<file path="config.mk">
export PLATFORM = sky130hd
export DESIGN_NAME = branch_predictor_flat
export DESIGN_NICKNAME = d
export VERILOG_FILES = /design/src/rtl/branch_predictor_pkg.sv /design/src/rtl/branch_predictor_if.sv /design/src/rtl/branch_predictor_bht_counter.sv /design/src/rtl/branch_predictor.sv /design/src/flat_wrapper.sv
export SDC_FILE = /design/constraint.sdc
export NUM_CORES = 2
export LEC_CHECK = 0
export CAP_MARGIN = 20
export CORE_MARGIN = 2
export CORE_UTILIZATION = 45
export CTS_BUF_LIST = sky130_fd_sc_hd__clkbuf_8
export CTS_CLUSTER_SIZE = 10
export DETAILED_ROUTE_END_ITERATION = 8
export GPL_ROUTABILITY_DRIVEN = 0
export PLACE_DENSITY = 0.58
export SLEW_MARGIN = 0
export SYNTH_ARGS = -nofsm -noshare
export SYNTH_HDL_FRONTEND = slang
export SYNTH_SLANG_ARGS = --single-unit
</file>
<file path="constraint.sdc">
create_clock -name CLK -period 13.5 [get_ports CLK]
set_input_delay 2.7 -clock CLK [delete_from_list [all_inputs] [get_ports CLK]]
set_output_delay 2.7 -clock CLK [all_outputs]
set_load 0.05 [all_outputs]
</file>
<file path="src/rtl/branch_predictor_pkg.sv">
// Shared types for the branch predictor: branch-type encodings and 2-bit counter states.
package branch_predictor_pkg;

  typedef enum logic [2:0] {
    NOBRANCH = 3'd0,
    BEQ      = 3'd1,
    BNE      = 3'd2,
    BLT      = 3'd3,
    BLTU     = 3'd4,
    BGE      = 3'd5,
    BGEU     = 3'd6
  } br_type_e;

  typedef enum logic [1:0] {
    SNT = 2'b00,
    WNT = 2'b01,
    WT  = 2'b10,
    ST  = 2'b11
  } ctr_e;

endpackage

</file>
<file path="src/rtl/branch_predictor_if.sv">
// Pipeline-side bundle of the branch predictor: IF lookup, EX resolve/train, statistics.
interface branch_predictor_if;

  logic [31:0]                    PCF;
  logic                           PredTakenF;
  logic [31:0]                    PredTargetF;

  logic                           ValidE;
  logic [31:0]                    PCE;
  branch_predictor_pkg::br_type_e BranchTypeE;
  logic                           BranchE;
  logic [31:0]                    BrTargetE;
  logic                           PredTakenE;
  logic [31:0]                    PredTargetE;
  logic                           MispredE;
  logic [31:0]                    RecoverPCE;

  logic [31:0]                    BranchCnt;
  logic [31:0]                    MispredCnt;

  modport master (
    output PCF, ValidE, PCE, BranchTypeE, BranchE, BrTargetE, PredTakenE, PredTargetE,
    input  PredTakenF, PredTargetF, MispredE, RecoverPCE, BranchCnt, MispredCnt
  );

  modport slave (
    input  PCF, ValidE, PCE, BranchTypeE, BranchE, BrTargetE, PredTakenE, PredTargetE,
    output PredTakenF, PredTargetF, MispredE, RecoverPCE, BranchCnt, MispredCnt
  );

endinterface

</file>
<file path="src/rtl/branch_predictor_bht_counter.sv">
// bht_counter: combinational next state of a 2-bit saturating taken/not-taken counter.
module bht_counter
  import branch_predictor_pkg::*;
(
  input  ctr_e ctr_i,
  input  logic taken_i,
  output ctr_e ctr_o
);

  // NOTE: assign the output a default before any branch so no path leaves it unassigned (no latch).
  always_comb begin
    ctr_o = ctr_i;
    if (taken_i) begin
      if (ctr_i != ST) ctr_o = ctr_e'(ctr_i + 2'd1);
    end else begin
      if (ctr_i != SNT) ctr_o = ctr_e'(ctr_i - 2'd1);
    end
  end

endmodule

</file>
<file path="src/rtl/branch_predictor.sv">
// Direct-mapped BTB with optional 2-bit BHT; define BRANCH_PREDICTOR_BHT_EN for counters,
// leave undefined for BTB-only prediction (taken whenever the entry hits).
module branch_predictor
  import branch_predictor_pkg::*;
#(
  parameter int unsigned ENTRY_NUM = 64
) (
  input logic              CLK,
  input logic              CpuRst,
  branch_predictor_if.slave bp
);

  localparam int IDX   = $clog2(ENTRY_NUM);
  localparam int TAG_W = 30 - IDX;

  typedef logic [IDX-1:0]   idx_t;
  typedef logic [TAG_W-1:0] tag_t;

  logic        valid_q  [ENTRY_NUM];
  tag_t        tag_q    [ENTRY_NUM];
  logic [31:0] target_q [ENTRY_NUM];
`ifdef BRANCH_PREDICTOR_BHT_EN
  ctr_e        ctr_q    [ENTRY_NUM];
  ctr_e        ctr_next;
  logic        ctr_we;
  ctr_e        ctr_d;
`endif

  logic [31:0] branch_cnt_q, branch_cnt_d;
  logic [31:0] mispred_cnt_q, mispred_cnt_d;

  idx_t idx_f, idx_e;
  tag_t tag_f, tag_e;
  logic hit_f, hit_e, is_branch, upd, mispred;
  logic valid_we, valid_d, data_we;
  logic unused_pcf_lsb;

  assign idx_f = bp.PCF[IDX+1:2];
  assign tag_f = bp.PCF[31:IDX+2];
  assign idx_e = bp.PCE[IDX+1:2];
  assign tag_e = bp.PCE[31:IDX+2];
  assign unused_pcf_lsb = ^bp.PCF[1:0];

  // Lookup reads the registered table, so a same-cycle update is not bypassed.
  assign hit_f = valid_q[idx_f] && (tag_q[idx_f] == tag_f);
  assign hit_e = valid_q[idx_e] && (tag_q[idx_e] == tag_e);

`ifdef BRANCH_PREDICTOR_BHT_EN
  assign bp.PredTakenF = hit_f && ctr_q[idx_f][1];
`else
  assign bp.PredTakenF = hit_f;
`endif
  assign bp.PredTargetF = bp.PredTakenF ? target_q[idx_f] : 32'h0;

  assign is_branch = (bp.BranchTypeE != NOBRANCH);
  assign upd       = bp.ValidE && is_branch;

  always_comb begin
    mispred = 1'b0;
    if (bp.ValidE) begin
      if (is_branch)
        mispred = (bp.BranchE != bp.PredTakenE) ||
                  (bp.BranchE && bp.PredTakenE && (bp.PredTargetE != bp.BrTargetE));
      else
        mispred = bp.PredTakenE;
    end
  end

  assign bp.MispredE   = mispred;
  assign bp.RecoverPCE = bp.BranchE ? bp.BrTargetE : bp.PCE + 32'd4;

`ifdef BRANCH_PREDICTOR_BHT_EN
  bht_counter u_bht_counter (
    .ctr_i   (ctr_q[idx_e]),
    .taken_i (bp.BranchE),
    .ctr_o   (ctr_next)
  );
`endif

  // Per-update write decision for the single EX-indexed entry.
  always_comb begin
    valid_we = 1'b0;
    valid_d  = 1'b0;
    data_we  = upd && bp.BranchE;
`ifdef BRANCH_PREDICTOR_BHT_EN
    ctr_we   = 1'b0;
    ctr_d    = WNT;
    if (upd) begin
      if (hit_e) begin
        ctr_we = 1'b1;
        ctr_d  = ctr_next;
      end else if (bp.BranchE) begin
        valid_we = 1'b1;
        valid_d  = 1'b1;
        ctr_we   = 1'b1;
        ctr_d    = WT;
      end
    end
`else
    if (upd) begin
      if (hit_e && !bp.BranchE) begin
        valid_we = 1'b1;
        valid_d  = 1'b0;
      end else if (!hit_e && bp.BranchE) begin
        valid_we = 1'b1;
        valid_d  = 1'b1;
      end
    end
`endif
  end

  assign branch_cnt_d  = branch_cnt_q + {31'b0, upd};
  assign mispred_cnt_d = mispred_cnt_q + {31'b0, mispred};

  // NOTE: state registers use non-blocking assignments so every flop samples pre-edge values.
  always_ff @(posedge CLK or posedge CpuRst) begin
    if (CpuRst) begin
      for (int i = 0; i < ENTRY_NUM; i++) begin
        valid_q[i] <= 1'b0;
`ifdef BRANCH_PREDICTOR_BHT_EN
        ctr_q[i]   <= WNT;
`endif
      end
      branch_cnt_q  <= 32'h0;
      mispred_cnt_q <= 32'h0;
    end else begin
      if (valid_we) valid_q[idx_e] <= valid_d;
`ifdef BRANCH_PREDICTOR_BHT_EN
      if (ctr_we) ctr_q[idx_e] <= ctr_d;
`endif
      branch_cnt_q  <= branch_cnt_d;
      mispred_cnt_q <= mispred_cnt_d;
    end
  end

  // NOTE: tags and targets are never read without a set valid bit, so this array has no reset.
  always_ff @(posedge CLK) begin
    if (data_we) begin
      tag_q[idx_e]    <= tag_e;
      target_q[idx_e] <= bp.BrTargetE;
    end
  end

  assign bp.BranchCnt  = branch_cnt_q;
  assign bp.MispredCnt = mispred_cnt_q;

endmodule

</file>
<file path="src/flat_wrapper.sv">
// flat-port wrapper written by rule: the top's interface ports become plain ports
module branch_predictor_flat import branch_predictor_pkg::*;
#(
  parameter int unsigned ENTRY_NUM = 64
)
  (CLK, CpuRst, bp_PCF, bp_ValidE, bp_PCE, bp_BranchTypeE, bp_BranchE, bp_BrTargetE, bp_PredTakenE, bp_PredTargetE, bp_PredTakenF, bp_PredTargetF, bp_MispredE, bp_RecoverPCE, bp_BranchCnt, bp_MispredCnt);
  branch_predictor_if bp_i ();
  input logic CLK;
  input logic CpuRst;
  input wire logic [$bits(bp_i.PCF)-1:0] bp_PCF;
  input wire logic [$bits(bp_i.ValidE)-1:0] bp_ValidE;
  input wire logic [$bits(bp_i.PCE)-1:0] bp_PCE;
  input wire logic [$bits(bp_i.BranchTypeE)-1:0] bp_BranchTypeE;
  input wire logic [$bits(bp_i.BranchE)-1:0] bp_BranchE;
  input wire logic [$bits(bp_i.BrTargetE)-1:0] bp_BrTargetE;
  input wire logic [$bits(bp_i.PredTakenE)-1:0] bp_PredTakenE;
  input wire logic [$bits(bp_i.PredTargetE)-1:0] bp_PredTargetE;
  output wire logic [$bits(bp_i.PredTakenF)-1:0] bp_PredTakenF;
  output wire logic [$bits(bp_i.PredTargetF)-1:0] bp_PredTargetF;
  output wire logic [$bits(bp_i.MispredE)-1:0] bp_MispredE;
  output wire logic [$bits(bp_i.RecoverPCE)-1:0] bp_RecoverPCE;
  output wire logic [$bits(bp_i.BranchCnt)-1:0] bp_BranchCnt;
  output wire logic [$bits(bp_i.MispredCnt)-1:0] bp_MispredCnt;
  assign bp_i.PCF = bp_PCF;
  assign bp_i.ValidE = bp_ValidE;
  assign bp_i.PCE = bp_PCE;
  assign bp_i.BranchTypeE = bp_BranchTypeE;
  assign bp_i.BranchE = bp_BranchE;
  assign bp_i.BrTargetE = bp_BrTargetE;
  assign bp_i.PredTakenE = bp_PredTakenE;
  assign bp_i.PredTargetE = bp_PredTargetE;
  assign bp_PredTakenF = bp_i.PredTakenF;
  assign bp_PredTargetF = bp_i.PredTargetF;
  assign bp_MispredE = bp_i.MispredE;
  assign bp_RecoverPCE = bp_i.RecoverPCE;
  assign bp_BranchCnt = bp_i.BranchCnt;
  assign bp_MispredCnt = bp_i.MispredCnt;
  branch_predictor #(.ENTRY_NUM(ENTRY_NUM)) u_core (.CLK(CLK), .CpuRst(CpuRst), .bp(bp_i));
endmodule
</file>
-- After elaboration in Yosys (flattened, before gate mapping)
Memory sizes are Yosys's and may differ from the RTL's.
Index checks and enable logic that the tools add are counted.
- add/subtract/negate cells: 3
- reduce and logical (&&, ||, !) cells: 13
- magnitude comparators: 3
- equality and inequality tests: 4
- muxes and demuxes: 20
- bitwise logic cells: 2
- operators with widths (cell ; count):
    $add A32 B1 Y32 ; 2
    $bwmux W64 ; 1
    $mux W32 ; 2
    $eq A24 B24 Y1 ; 2
    $add A32 B3 Y32 const B ; 1
    $ne A32 B32 Y1 ; 1
    $ge A7 B7 Y1 const B ; 2
    $mux W1 ; 14
    $not A6 Y7 ; 2
    $bmux W1 S6 ; 2
    $logic_and A1 B1 Y1 ; 9
    $lt A7 B1 Y1 const B ; 1
    $demux W1 S6 ; 1
    $reduce_bool A3 Y1 ; 1
    $logic_not A1 Y1 ; 2
    $logic_or A1 B1 Y1 ; 1
    $ne A1 B1 Y1 ; 1
- register bits after elaboration: 128
- memory bits (writable): 3584
- input port bits: 136
- memories kept: 2
- output and inout bits: 130
- memories (memory ; depth ; bits a word ; rd ports ; clocked after Yosys merged registers in ; wr ports ; line ; RTL):
    u_core.target_q ; 64 ; 32 ; 1 ; 0 ; 1 ; branch_predictor.sv:21 ; logic [31:0] target_q [ENTRY_NUM];
    u_core.tag_q ; 64 ; 24 ; 2 ; 0 ; 1 ; branch_predictor.sv:20 ; tag_t tag_q [ENTRY_NUM];

-- Longest topological paths before layout
- depth after elaboration: 11
- gate-level depth with buffers: 23
- mapped depth without buffers: 15

-- Worst setup path after synthesis
Ideal clock, no wire load.
- path kind: input port to output port
- start point: input port bp_PCF[3]
- end point: output port bp_PredTakenF
- stages on the path: 13
- path buffers: 4
- setup slack: 4090 ps
- arrival time: 6710 ps
- cells stage by stage: buf_4 > buf_2 > buf_2 > buf_1 > mux4_2 > a22oi_1 > nand2_1 > nand2_1 > a21oi_1 > xor2_1 > nor4_1 > nand4_2 > nor4b_1
- word-level cells in the longest chain between the ends: 5
- elaborated cells between the ends (all ways): 7
- classes of those cells: eq/ne (1); mux (3); bitwise (1); reduce/logical (1); memory (1)
- RTL lines (item ; line ; RTL):
    start: declaration ; flat_wrapper.sv:10 ; input wire logic [$bits(bp_i.PCF)-1:0] bp_PCF;
    branches (longest 4 deep; another with $mem_v2 Z64 W24) ; n/a ;
    $logic_and A1 B1 Y1 (*) ; branch_predictor.sv:45 ; assign hit_f = valid_q[idx_f] && (tag_q[idx_f] == tag_f);
    end: declaration ; flat_wrapper.sv:18 ; output wire logic [$bits(bp_i.PredTakenF)-1:0] bp_PredTakenF;
Every way passes the cells marked *. The select of a mux whose other input is x is not followed.

-- Worst setup path after layout
- start point: input port bp_PCF[3]
- end point: output port bp_PredTargetF[25]
- word-level cells in the longest chain between the ends: 6
- elaborated cells between the ends (all ways): 9
- classes of those cells: eq/ne (1); mux (4); bitwise (1); reduce/logical (1); memory (2)
- RTL lines (item ; line ; RTL):
    branches (longest 5 deep; another with $mem_v2 Z64 W24) ; n/a ;
    $mux W32 (*) ; branch_predictor.sv:53 ; assign bp.PredTargetF = bp.PredTakenF ? target_q[idx_f] : 32'h0;
    end: declaration ; flat_wrapper.sv:19 ; output wire logic [$bits(bp_i.PredTargetF)-1:0] bp_PredTargetF;
Marks and branches as above.

==> qor.yml <==
cts:
  clk_pin_slew_ns: 0.06
  cts_root_buf: "clkbuf_8"
  htreeDepth: 6
  cts_inserted_buffers: 614
  tritoncts: "built"
  cts-resized-gates: 0
  cts_setup_buffers: 0
  ctsHoldBuffers: 0
  clock_path_buffers: 4
  clock-sinks: 3712
  clk_latency_ns: 1.28
floorplan:
  row_count: 216
  start_util: 0.453
  core_sq_mm: 0.347
  die_y_um: 595
  die_w_um: 595
  die_area_sq_mm: 0.354
  ioPinCount: 266
final_layout:
  fillerInstances: 27858
  multiInputGateArea_sq_mm: 0.0441
  regArea_sq_mm: 0.111
  final_common_cell: "edfxtp_1"
  stdcell_count: 13804
  final_cell_mix: "edfxtp_1 (3584), mux4_2 (1095), clkbuf_8 (625)"
  syn_to_final_growth_pct: 13.2
  drive_gt1_frac: 0.287
  fin_nets: 8864
hold_path:
  hold_depth: 1
  min_path_type: "register to register"
logic_synthesis:
  yosys-top-cells-area: "edfxtp_1 (69%), mux4_2 (16%), dfrtp_1 (2.0%)"
  ys_seq_area_frac: 0.705
  async_flop_share: 0.0345
  syn_inst: 7984
  yosysWarnings: 0
  syn_avg_cell_area_sq_um: 19.7
  synth_top_flop_cell: "edfxtp_1"
  netlist_area_sq_mm: 0.157
  synth-seq-cells: 3712
  synth_top_cell_area_share: 0.685
  syn-num-nets: 8127
  synth_edf_count: 3584
  yosysUniqueCellTypes: 92
  yosys.area.top_type: "edfxtp_1"
critical_path:
  cp_max_fo: 50
  start_kind: "input port"
  cpPeakStageDelay_ns: 0.90
  crit_type: "input port to output port"
  r2r_cells: 14
  crit_cells: 15
  cp_data_required_time_ns: 10.80
  crit_chain: "buf_8 -> buf_4 -> nand2b_1 -> buf_4 -> o22ai_1 -> o31ai_1 -> a31oi_1 -> nor4_2 -> xnor2_1 -> nor4_2 -> nand4_4 -> buf_4 -> buf_4 -> nor4_2 -> clkdlybuf4s50_1"
  cp_slowest_cell: "nor4_2"
  cp_num_buf_inv: 6
  cp_data_arrival_time_ns: 9.01
  cp-end-kind: "output port"
  crit_family: "buffers and inverters"
  crit_path_frequent_cell: "buf_4"
sta:
  setup_violations: 0
  tns_ns: 0
  slew_headroom: 0.163
  fin_skew_ns: 0.0559
  rsz0062_at_grt: "false"
  period_needed_ns: 11.71
  post-route-period-util: 0.867
  hold_viol: 0
  worst_pin_slew_ns: 1.25
  holdWs_ns: 0.475
  layout_setup_ws_ns: 1.79
  fmax_mhz: 85.4
  report.final.slew_viol_count: 0
run:
  drv_cap: 0
global_route:
  grt_pass1_vias: 93885
  antenna_found_initial: 42
  grt_max_degree: 124
  grt_pass1_wl_um: 805000
  overflow: 0
  grt_usage: 0.335
power:
  vdd_drop_max_uv: 102
  power_density_mw_per_mm2: 135
  p_leak_nw: 57.0
routing:
  drc: 0
  drt_first_pass_iters: 7
  drtIter0Drc: 17554
  routed_wl_um: 603000
  ant_nets: 0
  vias: 96404
  wire_per_inst_um: 43.7
  viasPerCell: 6.98
placed_design:
  pre_cts_slack_ns: 1.97
  hpwl_um: 342000
  dp_cells: 12678
  portBuffers: 263
run_status:
  status: "finished clean"
## power by group
part           internal, mW  leakage [nW]  switching (mW)
clock network          4.61          6.39            4.71
registers              12.7          34.0          0.0436
logic                 0.668          16.6            1.33
total                  18.0          57.0            6.09
## state kept, by name (all words and copies together) (netlist names)
signal                count
u_core.valid_q           64
u_core.bp.MispredCnt     32
u_core.target_q        2048
u_core.bp.BranchCnt      32
u_core.tag_q           1536
## synth_stat cells, drive strengths merged, types with 32 or more instances
cell type and count:
buf 348, nand3 100, mux2i 296, xnor2 87
mux2 155, o22ai 76, dfrtp 128, a31oi 59
a21oi 105, a22o 58, nor2 219, a211oi 32
a221oi 136, nand4 45, a22oi 296, nor4 59
xor2 76, o21ai 112, nand2 312, edfxtp 3584
clkbuf 203, mux4 1095
## logic make-up (layout without fill, tap and decap cells)
logic type / Yosys count / after routing / synth area share
AO/OA/AOI/OAI: 1059 / 1059 / 0.0494
XOR/XNOR: 163 / 163 / 0.00909
adder cells (fa/ha/maj): 7 / 7 / 0.000557
buffers and inverters: 568 / 1784 / 0.0183
flip-flops: 3712 / 3712 / 0.705
multiplexers: 1546 / 1546 / 0.187
other: 0 / 26 / 0
AND/OR/NAND/NOR: 929 / 929 / 0.0302
## path summary, 6_finish.rpt
kind | from | endpoint | slack, ns
worst max-delay path | bp_PCF[3] | bp_PredTargetF[25] | 1.79
worst min-delay path | u_core.bp.MispredCnt[31] | u_core.bp.MispredCnt[31] | 0.48
worst max register to register | u_core.tag_q[61][5] | u_core.valid_q[45] | 6.95
worst min register to register | u_core.bp.MispredCnt[31] | u_core.bp.MispredCnt[31] | 0.48
max in group asynchronous | CpuRst | u_core.valid_q[41] | 10.10
min in group asynchronous | CpuRst | u_core.bp.MispredCnt[4] | 1.92
## area by class of cell
cell class | count | share of cell area
inverters | 17 | 0.000464
clock buffers | 625 | 0.0484
multi-input cells | 3704 | 0.248
repair buffers | 672 | 0.0330
diodes | 26 | 0.000366
flip-flops and latches | 3712 | 0.623
clock inverters | 470 | 0.0144
well taps | 4578 | 0.0322
## metrics by stage
step / instance area, sq um / util / power [mW]
2_1_floorplan: 157000 / - / 14.0
3_3_place_gp: 166000 / 0.480 / 14.9
3_5_place_dp: 166000 / 0.480 / 14.9
4_1_cts: 178000 / 0.512 / 24.1
5_1_grt: 178000 / 0.513 / 24.7
6_report: 178000 / 0.513 / 24.1
## worst register-to-register path, stage by stage (launching register included)
cell and delay (ns):
edfxtp_1 0.39, mux2i_1 0.17, o22ai_1 0.10, o31ai_1 0.66, nand4b_1 0.31, a2111o_1 0.52, or3_1 0.36, a2111oi_2 0.89
nand4_1 0.42, or4_1 0.63, ha_1 0.31, nor2b_1 0.49, nand2_1 0.54, nor2_1 0.26, mux2_2 0.36
## layer usage
| layer | track usage | vias to the layer above | part of all wire |
|---|---|---|---|
| li1 | - | 35512 | - |
| met2 | 0.488 | 8012 | 0.44 |
| met3 | 0.0978 | 1748 | 0.13 |
| met4 | 0.203 | 32 | 0.069 |
| met5 | 0 | - | 0.00034 |
| met1 | 0.448 | 51100 | 0.36 |
Power figures use the tool's default switching activity.
